--- src/rtl/hcsr04_echo_emulator_pkg.sv ---
// Shared HC-SR04 protocol constants and FSM encoding, also imported by the
// echo-width measurement side so both ends agree on timing.
package hcsr04_echo_emulator_pkg;

    localparam int HC_CLK_PER_US     = 100;
    localparam int HC_US_PER_CM      = 58;
    localparam int HC_TRIG_MIN_US    = 10;
    localparam int HC_BURST_DELAY_US = 200;
    localparam int HC_MAX_CM         = 400;
    localparam int HC_TIMEOUT_US     = 38000;
    localparam int HC_HOLDOFF_US     = 10000;

    localparam int CNT_W  = 16;
    localparam int DIST_W = 12;

    typedef enum logic [2:0] {
        ST_IDLE,
        ST_TRIG_HI,
        ST_BURST,
        ST_ECHO,
        ST_HOLDOFF
    } state_e;

    // Zero and anything beyond the sensor's range both produce a timeout echo.
    function automatic logic out_of_range(input logic [DIST_W-1:0] cm, input int max_cm);
        return (cm == '0) || (int'(cm) > max_cm);
    endfunction

endpackage

--- src/rtl/us_tick_gen.sv ---
// Microsecond prescaler: one-cycle tick every CLK_PER_US clocks, restarted by
// a synchronous clear so a timed state always starts on a whole microsecond.
module us_tick_gen #(
    parameter int CLK_PER_US = 100
) (
    input  logic clk,
    input  logic reset_n,
    input  logic i_clr,
    output logic o_tick
);

    localparam int CW = (CLK_PER_US > 1) ? $clog2(CLK_PER_US) : 1;
    localparam logic [CW-1:0] LAST = CW'(CLK_PER_US - 1);

    logic [CW-1:0] r_cnt;

    assign o_tick = !i_clr && (r_cnt == LAST);

    // NOTE: sequential state uses non-blocking assignments so every flop
    // samples pre-edge values regardless of block ordering.
    always_ff @(posedge clk or negedge reset_n) begin
        if (!reset_n) begin
            r_cnt <= '0;
        end else if (i_clr || o_tick) begin
            r_cnt <= '0;
        end else begin
            r_cnt <= r_cnt + 1'b1;
        end
    end

endmodule

--- src/rtl/hcsr04_echo_emulator.sv ---
// HC-SR04 responder: validates a trigger pulse, waits the burst delay, then
// drives echo for distance x US_PER_CM microseconds (or the timeout width).
module hcsr04_echo_emulator
    import hcsr04_echo_emulator_pkg::*;
#(
    parameter int CLK_PER_US     = HC_CLK_PER_US,
    parameter int US_PER_CM      = HC_US_PER_CM,
    parameter int TRIG_MIN_US    = HC_TRIG_MIN_US,
    parameter int BURST_DELAY_US = HC_BURST_DELAY_US,
    parameter int MAX_CM         = HC_MAX_CM,
    parameter int TIMEOUT_US     = HC_TIMEOUT_US,
    parameter int HOLDOFF_US     = HC_HOLDOFF_US
) (
    input  logic              clk,
    input  logic              reset_n,
    input  logic              trig,
    input  logic [DIST_W-1:0] distance_cm,
    output logic              echo,
    output logic              busy,
    output logic              done,
    output logic              trig_err
);

    localparam logic [CNT_W-1:0] TRIG_MIN_CYC = CNT_W'(TRIG_MIN_US * CLK_PER_US);
    localparam logic [CNT_W-1:0] BURST_LAST   = CNT_W'(BURST_DELAY_US - 1);
    localparam logic [CNT_W-1:0] SUB_LAST     = CNT_W'(US_PER_CM - 1);
    localparam logic [CNT_W-1:0] TIMEOUT_LAST = CNT_W'(TIMEOUT_US - 1);
    localparam logic [CNT_W-1:0] HOLDOFF_LAST = CNT_W'(HOLDOFF_US - 1);

    state_e            r_state;
    logic              r_trig_meta;
    logic              r_trig_s;
    logic              r_trig_d;
    logic [CNT_W-1:0]  r_hi_cnt;
    logic [CNT_W-1:0]  r_us;
    logic [CNT_W-1:0]  r_cm;
    logic [CNT_W-1:0]  r_sub;
    logic [DIST_W-1:0] r_dist;
    logic              r_timeout;

    logic              w_rise;
    logic              w_tick;
    logic              w_clr;
    logic              w_echo_end;

    assign w_rise = r_trig_s && !r_trig_d;

    // Timed states always exit on a tick, which wraps the prescaler to zero,
    // so only the untimed states need to hold it cleared.
    assign w_clr = (r_state == ST_IDLE) || (r_state == ST_TRIG_HI);

    assign w_echo_end = w_tick && (r_timeout ? (r_us == TIMEOUT_LAST)
                                             : ((r_sub == SUB_LAST) &&
                                                (r_cm == CNT_W'(r_dist) - 1'b1)));

    us_tick_gen #(.CLK_PER_US(CLK_PER_US)) u_tick (
        .clk     (clk),
        .reset_n (reset_n),
        .i_clr   (w_clr),
        .o_tick  (w_tick)
    );

    always_ff @(posedge clk or negedge reset_n) begin
        if (!reset_n) begin
            r_trig_meta <= 1'b0;
            r_trig_s    <= 1'b0;
            r_trig_d    <= 1'b0;
        end else begin
            r_trig_meta <= trig;
            r_trig_s    <= r_trig_meta;
            r_trig_d    <= r_trig_s;
        end
    end

    always_ff @(posedge clk or negedge reset_n) begin
        if (!reset_n) begin
            r_state   <= ST_IDLE;
            r_hi_cnt  <= '0;
            r_us      <= '0;
            r_cm      <= '0;
            r_sub     <= '0;
            r_dist    <= '0;
            r_timeout <= 1'b0;
            echo      <= 1'b0;
            busy      <= 1'b0;
            done      <= 1'b0;
            trig_err  <= 1'b0;
        end else begin
            done     <= 1'b0;
            trig_err <= 1'b0;
            case (r_state)
                ST_IDLE: begin
                    if (w_rise) begin
                        r_hi_cnt <= CNT_W'(1);
                        r_state  <= ST_TRIG_HI;
                    end
                end
                ST_TRIG_HI: begin
                    if (r_trig_s) begin
                        if (r_hi_cnt != '1) r_hi_cnt <= r_hi_cnt + 1'b1;
                    end else if (r_hi_cnt >= TRIG_MIN_CYC) begin
                        r_dist    <= distance_cm;
                        r_timeout <= out_of_range(distance_cm, MAX_CM);
                        r_us      <= '0;
                        busy      <= 1'b1;
                        r_state   <= ST_BURST;
                    end else begin
                        trig_err <= 1'b1;
                        r_state  <= ST_IDLE;
                    end
                end
                ST_BURST: begin
                    if (w_tick) begin
                        if (r_us == BURST_LAST) begin
                            r_us    <= '0;
                            r_cm    <= '0;
                            r_sub   <= '0;
                            echo    <= 1'b1;
                            r_state <= ST_ECHO;
                        end else begin
                            r_us <= r_us + 1'b1;
                        end
                    end
                end
                ST_ECHO: begin
                    if (w_echo_end) begin
                        r_us    <= '0;
                        echo    <= 1'b0;
                        done    <= 1'b1;
                        r_state <= ST_HOLDOFF;
                    end else if (w_tick) begin
                        if (r_timeout) begin
                            r_us <= r_us + 1'b1;
                        end else if (r_sub == SUB_LAST) begin
                            r_sub <= '0;
                            r_cm  <= r_cm + 1'b1;
                        end else begin
                            r_sub <= r_sub + 1'b1;
                        end
                    end
                end
                ST_HOLDOFF: begin
                    if (w_tick) begin
                        if (r_us == HOLDOFF_LAST) begin
                            busy    <= 1'b0;
                            r_state <= ST_IDLE;
                        end else begin
                            r_us <= r_us + 1'b1;
                        end
                    end
                end
                default: r_state <= ST_IDLE;
            endcase
        end
    end

endmodule
--- config.mk ---
export PLATFORM = sky130hd
export DESIGN_NAME = hcsr04_echo_emulator
export DESIGN_NICKNAME = d
export VERILOG_FILES = /design/src/rtl/hcsr04_echo_emulator_pkg.sv /design/src/rtl/us_tick_gen.sv /design/src/rtl/hcsr04_echo_emulator.sv
export SDC_FILE = /design/constraint.sdc
export NUM_CORES = 1
export LEC_CHECK = 0
export CAP_MARGIN = 20
export CORE_MARGIN = 1.5
export CORE_UTILIZATION = 60
export CTS_CLUSTER_SIZE = 28
export DETAILED_ROUTE_END_ITERATION = 10
export MAX_ROUTING_LAYER = met4
export PLACE_DENSITY = 0.81
export SETUP_SLACK_MARGIN = 0.02
export SYNTH_ARGS = -nofsm -noshare
export SYNTH_HDL_FRONTEND = slang
export SYNTH_SLANG_ARGS = --single-unit
--- constraint.sdc ---
create_clock -name clk -period 3.8 [get_ports clk]
set_input_delay 0.76 -clock clk [delete_from_list [all_inputs] [get_ports clk]]
set_output_delay 0.76 -clock clk [all_outputs]
set_load 0.05 [all_outputs]
* Yosys cells after proc, flatten, opt, wreduce, memory -nomap -nowiden
Index checks and enable logic that the tools add are counted.
** Word-level totals
- Latch bits :: 0
- Bits in registers :: 94
- Bits in read-only memories :: 0
- Bits of input ports :: 15
- Word-level logic and storage cells :: 126
- Memories kept :: 0
- Output and inout port bits :: 4
- Bits in writable memories :: 0
** Operators by class
- Equal/unequal tests :: 28
- Reduce and logical (&&, ||, !) cells :: 23
- Add/sub/neg operators :: 6
- Bitwise gates (word level) :: 1
- Div/mod/pow operators :: 0
- $lt $le $gt $ge :: 2
- Muxes and demuxes :: 51
- $mul :: 0
- Shifts and indexed selects :: 0
** Operators by type and width (number)
- $mux 16 :: 22
- $pmux 16 s2 :: 3
- $add 16x1->16 const B :: 4
- $pmux 16 s4 :: 1
- $mux 3 :: 7
- $ne 2x2->1 const B :: 10
- $eq 16x14->1 const B :: 1
- $eq 16x16->1 :: 1
- $eq 16x16->1 const B :: 1
- $eq 16x6->1 const B :: 1
- $eq 16x8->1 const B :: 1
- $ge 16x10->1 const B :: 1
- $ne 16x16->1 const B :: 1
- $pmux 3 s5 :: 1
- $reduce_and 7->1 :: 2
- $mux 1 :: 13
- $sub 12x1->13 const B :: 1
- $gt 12x9->1 const B :: 1
- $logic_not 12->1 :: 1
- $ne 2x1->1 const B :: 5
- $reduce_and 4->1 :: 2
- $reduce_and 8->1 :: 1
- $add 7x1->7 const B :: 1
- $eq 7x7->1 const B :: 1
- 18 further kinds :: 28

* Logic depth before layout (Yosys ltp)
- Word-level depth :: 7
- Mapped depth :: 12
- Mapped depth without buffers :: 10

* Hierarchy
From an unflattened synthesis, not the netlist that was laid out.
** Unflattened totals
- Cells, all modules :: 589
- Area total of the unflattened synthesis :: 5408.9 um^2
** By module, submodules not included
- hcsr04_echo_emulator :: times used 1, cells an instance 558, seq. area each 2177.1 um^2, area an instance 5079.9 um^2
- us_tick_gen :: times used 1, cells an instance 31, seq. area each 175.2 um^2, area an instance 329.1 um^2

* Worst setup path after synthesis
Ideal clock, no wire load.
- Path type :: register to register
- Start point :: register r_dist[5]
- End point :: register r_us[13]
- Period minus slack after synthesis :: 3060 ps
- Stages on the path, launching flop included :: 11
- Data required time :: 3720 ps
- Arrival time :: 2979 ps
- Setup time :: 80 ps
- Setup slack :: 740 ps
- Path buffers :: 2
- Path through :: dfrtp_1 -> buf_2 -> or4_1 -> nor3_2 -> mux2_1 -> a31o_2 -> a2111o_1 -> and2_1 -> buf_2 -> or3_1 -> o211ai_2
** Between the ends
- Cells in the longest elaborated chain, start to end :: 7
- Elaborated cells on any way between the ends :: 10
- Those cells by class :: add/sub (1); eq/ne (3); mux (3); reduce/logical (3)
** RTL lines
- from (decl) :: line hcsr04_echo_emulator.sv:38 : logic [DIST_W-1:0] r_dist;
- from (signal assigned) :: line hcsr04_echo_emulator.sv:102 : r_dist <= distance_cm;
- $sub 12x1->13 * :: line hcsr04_echo_emulator.sv:54 : (r_cm == CNT_W'(r_dist) - 1'b1)));
- $eq 16x16->1 * :: line hcsr04_echo_emulator.sv:54
- $logic_and 1x1->1 * :: line hcsr04_echo_emulator.sv:53 : : ((r_sub == SUB_LAST) &&
- $mux 1 * :: line hcsr04_echo_emulator.sv:52 : assign w_echo_end = w_tick && (r_timeout ? (r_us == TIMEOUT_LAST)
- $logic_and 1x1->1 * :: line hcsr04_echo_emulator.sv:52
- $ne 3x2->1 (no line) (tied with other cells)
- $reduce_and 8->1 (no line) / $pmux 16 s4 (equally long branches)
- to (signal assigned) :: line hcsr04_echo_emulator.sv:121 : r_us <= r_us + 1'b1;
- to (signal assigned) :: line hcsr04_echo_emulator.sv:133 : r_us <= r_us + 1'b1;
- to (signal assigned) :: line hcsr04_echo_emulator.sv:148 : r_us <= r_us + 1'b1;
- to (decl) :: line hcsr04_echo_emulator.sv:35 : logic [CNT_W-1:0] r_us;
Every way passes the cells marked *; elsewhere a longest branch is shown, timed or not.
A chain may end at the register's enable or synchronous reset.

* Worst setup path after layout
- Start point :: register r_dist[2]
- End point :: register r_state[0]
** Between the ends
- Cells in the longest elaborated chain, start to end :: 7
** RTL lines
- $sub 12x1->13 :: line hcsr04_echo_emulator.sv:54
- $eq 16x16->1 :: line hcsr04_echo_emulator.sv:54
- $logic_and 1x1->1 :: line hcsr04_echo_emulator.sv:53
- $mux 1 :: line hcsr04_echo_emulator.sv:52
- $logic_and 1x1->1 :: line hcsr04_echo_emulator.sv:52
- $ne 2x2->1 (no line)
- $reduce_and 7->1 (no line)
- to (signal assigned) :: line hcsr04_echo_emulator.sv:77 : r_state <= ST_IDLE;
- to (signal assigned) :: line hcsr04_echo_emulator.sv:95 : r_state <= ST_TRIG_HI;
- to (signal assigned) :: line hcsr04_echo_emulator.sv:106 : r_state <= ST_BURST;
- to (decl) :: line hcsr04_echo_emulator.sv:30 : state_e r_state;
No other way between the ends.

==> impl_metrics.py <==
metrics = {
    "outcome": {
        "status": "finished, violations left",
        "violations": "design-rule violations",
    },
    "setup_path": {
        "worst-r2r-setup-slack_ns": 0.34,
        "arrival_ns": 3.70,
        "crit_start": "r_dist[2]",
        "r2r-start": "r_dist[2]",
        "r2r_end": "r_state[0]",
        "endpoint_kind": "register",
        "critical_path_class": "reg -> reg",
        "cp_data_required_time_ns": 4.04,
        "r2r_cells": 9,
        "cp_max_fo": 10,
        "worstSetupStartpointType": "register",
    },
    "yosys": {
        "synth_common_cells": "dfrtp_1 (94), nand2_1 (79), nor2_1 (58), nand3_1 (31), o21ai_0 (31)",
        "synth_enable_flop_cells": 0,
        "synthCells": 610,
        "netlist.area_leader.share_pct": 42.8,
        "syn_area_per_cell_sq_um": 9.00,
        "synth-compound-area-share_pct": 13.9,
        "ys_async_sr_fraction_pct": 100,
        "yosysSeqAreaShare_pct": 42.8,
        "synth-xor-area-share_pct": 6.06,
        "yosysMostFrequentCell": "dfrtp_1",
        "ys_top_cells_by_area": "dfrtp_1 (43%), nand2_1 (5.4%), nor2_1 (4.0%), xor2_1 (3.3%), or3_1 (2.8%)",
        "synth_area_leader_cell": "dfrtp_1",
        "synth_fa_ha_area_share_pct": 1.82,
        "synth-simple-area-share_pct": 28.9,
        "synth_seq_cells": 94,
        "synth_area_sq_um": 5490,
        "synth.distinct_cells": 66,
        "synthMuxAreaShare_pct": 3.60,
        "syn_nets": 633,
        "ys.flop_type": "dfrtp_1",
        "synth_top_family_by_area": "simple AND/OR/NAND/NOR gates",
        "yosys_warnings": 0,
    },
    "power": {
        "irDropWorstVdd_v": 0.000212,
        "clock_power_share_pct": 34.1,
        "swShare_pct": 27.1,
        "seqPwrFrac_pct": 57.1,
        "power_frac_comb_pct": 8.8,
        "leakage_nw": 2.50,
        "power_density_nw_per_um2": 316,
        "p_int_mw": 1.37,
        "switchingPower_mw": 0.510,
    },
    "clocking": {
        "clockRootBuffer": "clkbuf_8",
        "cts.sinks": 94,
        "clk_latency_ns": 0.36,
        "cts_resized": 0,
        "postCtsSetupRepairBufs": 0,
        "htree_num_levels": 3,
        "cts_buffers": 9,
        "ctsLongestPathBuffers": 2,
        "cts.clk_slew.worst_paths_ns": 0.10,
        "tritoncts": "built",
        "postCtsHoldBufs": 0,
    },
    "global_routing": {
        "globalRoute.busiestLayer": "met2",
        "grt_usage_pct": 26.9,
        "grt_pass1_vias": 4525,
        "grtUsageMet2_pct": 44.0,
        "use_met3_pct": 3.33,
        "use_met1_pct": 35.0,
        "grt_max_degree": 53,
        "grt_pass1_wl_mm": 20.8,
        "antenna_found_initial": 0,
        "overflow": 0,
    },
    "placed_design": {
        "port_buffers": 18,
        "post-dp-hpwl_mm": 8.44,
        "routabilityCongestion": 0.939,
        "place_ws_ns": 0.321,
        "place_inst": 721,
    },
    "timing": {
        "hold_ws_ns": 0.355,
        "worst_pin_slew_ns": 0.984,
        "grt_setup_unrepaired": "no",
        "maxSlewViolCount": 0,
        "relSlewSlack_pct": 33.9,
        "finClkSkew_ns": 0.0155,
        "period_needed_ns": 3.46,
        "fin_ws_ns": 0.338,
        "hold_viol_final": 0,
        "post-route-period-util_pct": 91.1,
        "setup_tns_ns": 0,
        "setup_viol": 0,
        "timing.fmax_mhz": 289,
    },
    "routing": {
        "first_pass_iters": 10,
        "drtIter0Drc": 286,
        "drt-wirelength-per-cell_um": 16.1,
        "vias_per_cell": 6.36,
        "routed-via-count": 4697,
        "ant_nets": 0,
        "route.detailed.drc": 1,
        "drt_wl_total_mm": 11.8,
    },
    "floorplan": {
        "row_count": 34,
        "coreArea_sq_um": 8810,
        "dieHeight_um": 98.7,
        "io_pins": 19,
        "initial_core_util_pct": 62.4,
        "fp.dieW_um": 98.7,
        "die_area_sq_um": 9740,
    },
    "cells_and_area": {
        "syn_to_final_growth_pct": 8.59,
        "nets": 648,
        "final-instance-count-excl-fill": 738,
        "drive_gt1_share_pct": 9.05,
        "antenna_cells": 0,
    },
    "hold_path": {
        "hold_depth": 0,
        "min_to": "r_trig_s",
        "hold_start": "r_trig_meta",
        "hold_path_class": "reg -> reg",
    },
    "run": {
        "maxCapViolCount": 0,
    },
}
[final cells by class]
type	count	area (sq um)
Inverter	18	67.6
Fill cell	682	2840
Sequential cell	94	2350
Timing Repair Buffer	26	238
Clock inverter	4	30.0
Tap cell	108	135
Multi-Input combinational cell	476	2990
Clock buffer	12	155
[placed cells by master (no fill, tap or decap), types with 11 or more instances in the layout]
cell,instances
nand2_1,79
nor3_1,19
o211ai_1,20
dfrtp_1,94
clkbuf_8,11
inv_1,18
xnor2_1,17
xor2_1,21
clkdlybuf4s50_1,17
nor2_1,58
nand4_1,20
nand3_1,31
or3_1,25
a21oi_1,19
mux2_2,13
o21ai_0,31
and3_1,12
[flip-flops by register name, indices dropped and copies added, names as in the netlist]
signal,cells
busy,1
done,1
echo,1
r_cm,16
r_dist,12
r_hi_cnt,16
r_state,3
r_sub,16
r_timeout,1
r_trig_d,1
r_trig_meta,1
r_trig_s,1
r_us,16
trig_err,1
u_tick.r_cnt,7
[how the worst max path moves through the flow]
stage | cells past startpoint | slack, ns | endpoint
global route | 11 | 0.04 | r_state[0]
floorplan | 10 | 0.74 | r_us[13]
detailed placement | 9 | 0.32 | r_us[2]
CTS | 9 | 0.30 | r_us[2]
global placement | 9 | 0.46 | r_us[2]
finish | 9 | 0.34 | r_state[0]
[logic make-up after synthesis]
family	count (synthesis)
DFF	94
buffers and inverters	40
AOI/OAI and AO/OA	108
adders and majority gates	8
xor gates and xnor gates	38
muxes	18
and+or+nand+nor	304
[through the flow]
stage          total power, mW  utilization (%)  instance area, sq um
2_1_floorplan             1.19                -                  5490
3_3_place_gp              1.25             65.5                  5760
3_5_place_dp              1.26             65.5                  5770
4_1_cts                   1.90             67.6                  5960
5_1_grt                   1.97             67.7                  5960
6_report                  1.88             67.7                  5960
[metal layers]
metal	vias up	part of all wire (%)
li1	2252	-
met1	2297	45
met2	133	50
met3	15	4.0
met4	0	1.1
met5	-	0
[power groups by stage]
stage          clock network [mW]  logic [mW]  registers (mW)
2_1_floorplan                   0       0.104            1.09
3_3_place_gp                    0       0.161            1.09
3_5_place_dp                    0       0.169            1.10
4_1_cts                     0.653       0.169            1.08
5_1_grt                     0.699       0.189            1.08
6_report                    0.642       0.166            1.08
[worst max-delay path, cell delays in order, from the launching register on]
cell and delay, ns:
dfrtp_1 0.47, or4_4 0.55, nor3_2 0.29, mux2_1 0.35
a31o_2 0.24, a2111oi_0 0.42, nor2_1 0.26, buf_4 0.24
a31oi_1 0.17, mux2_2 0.36
(Power assumes the default switching activity.)
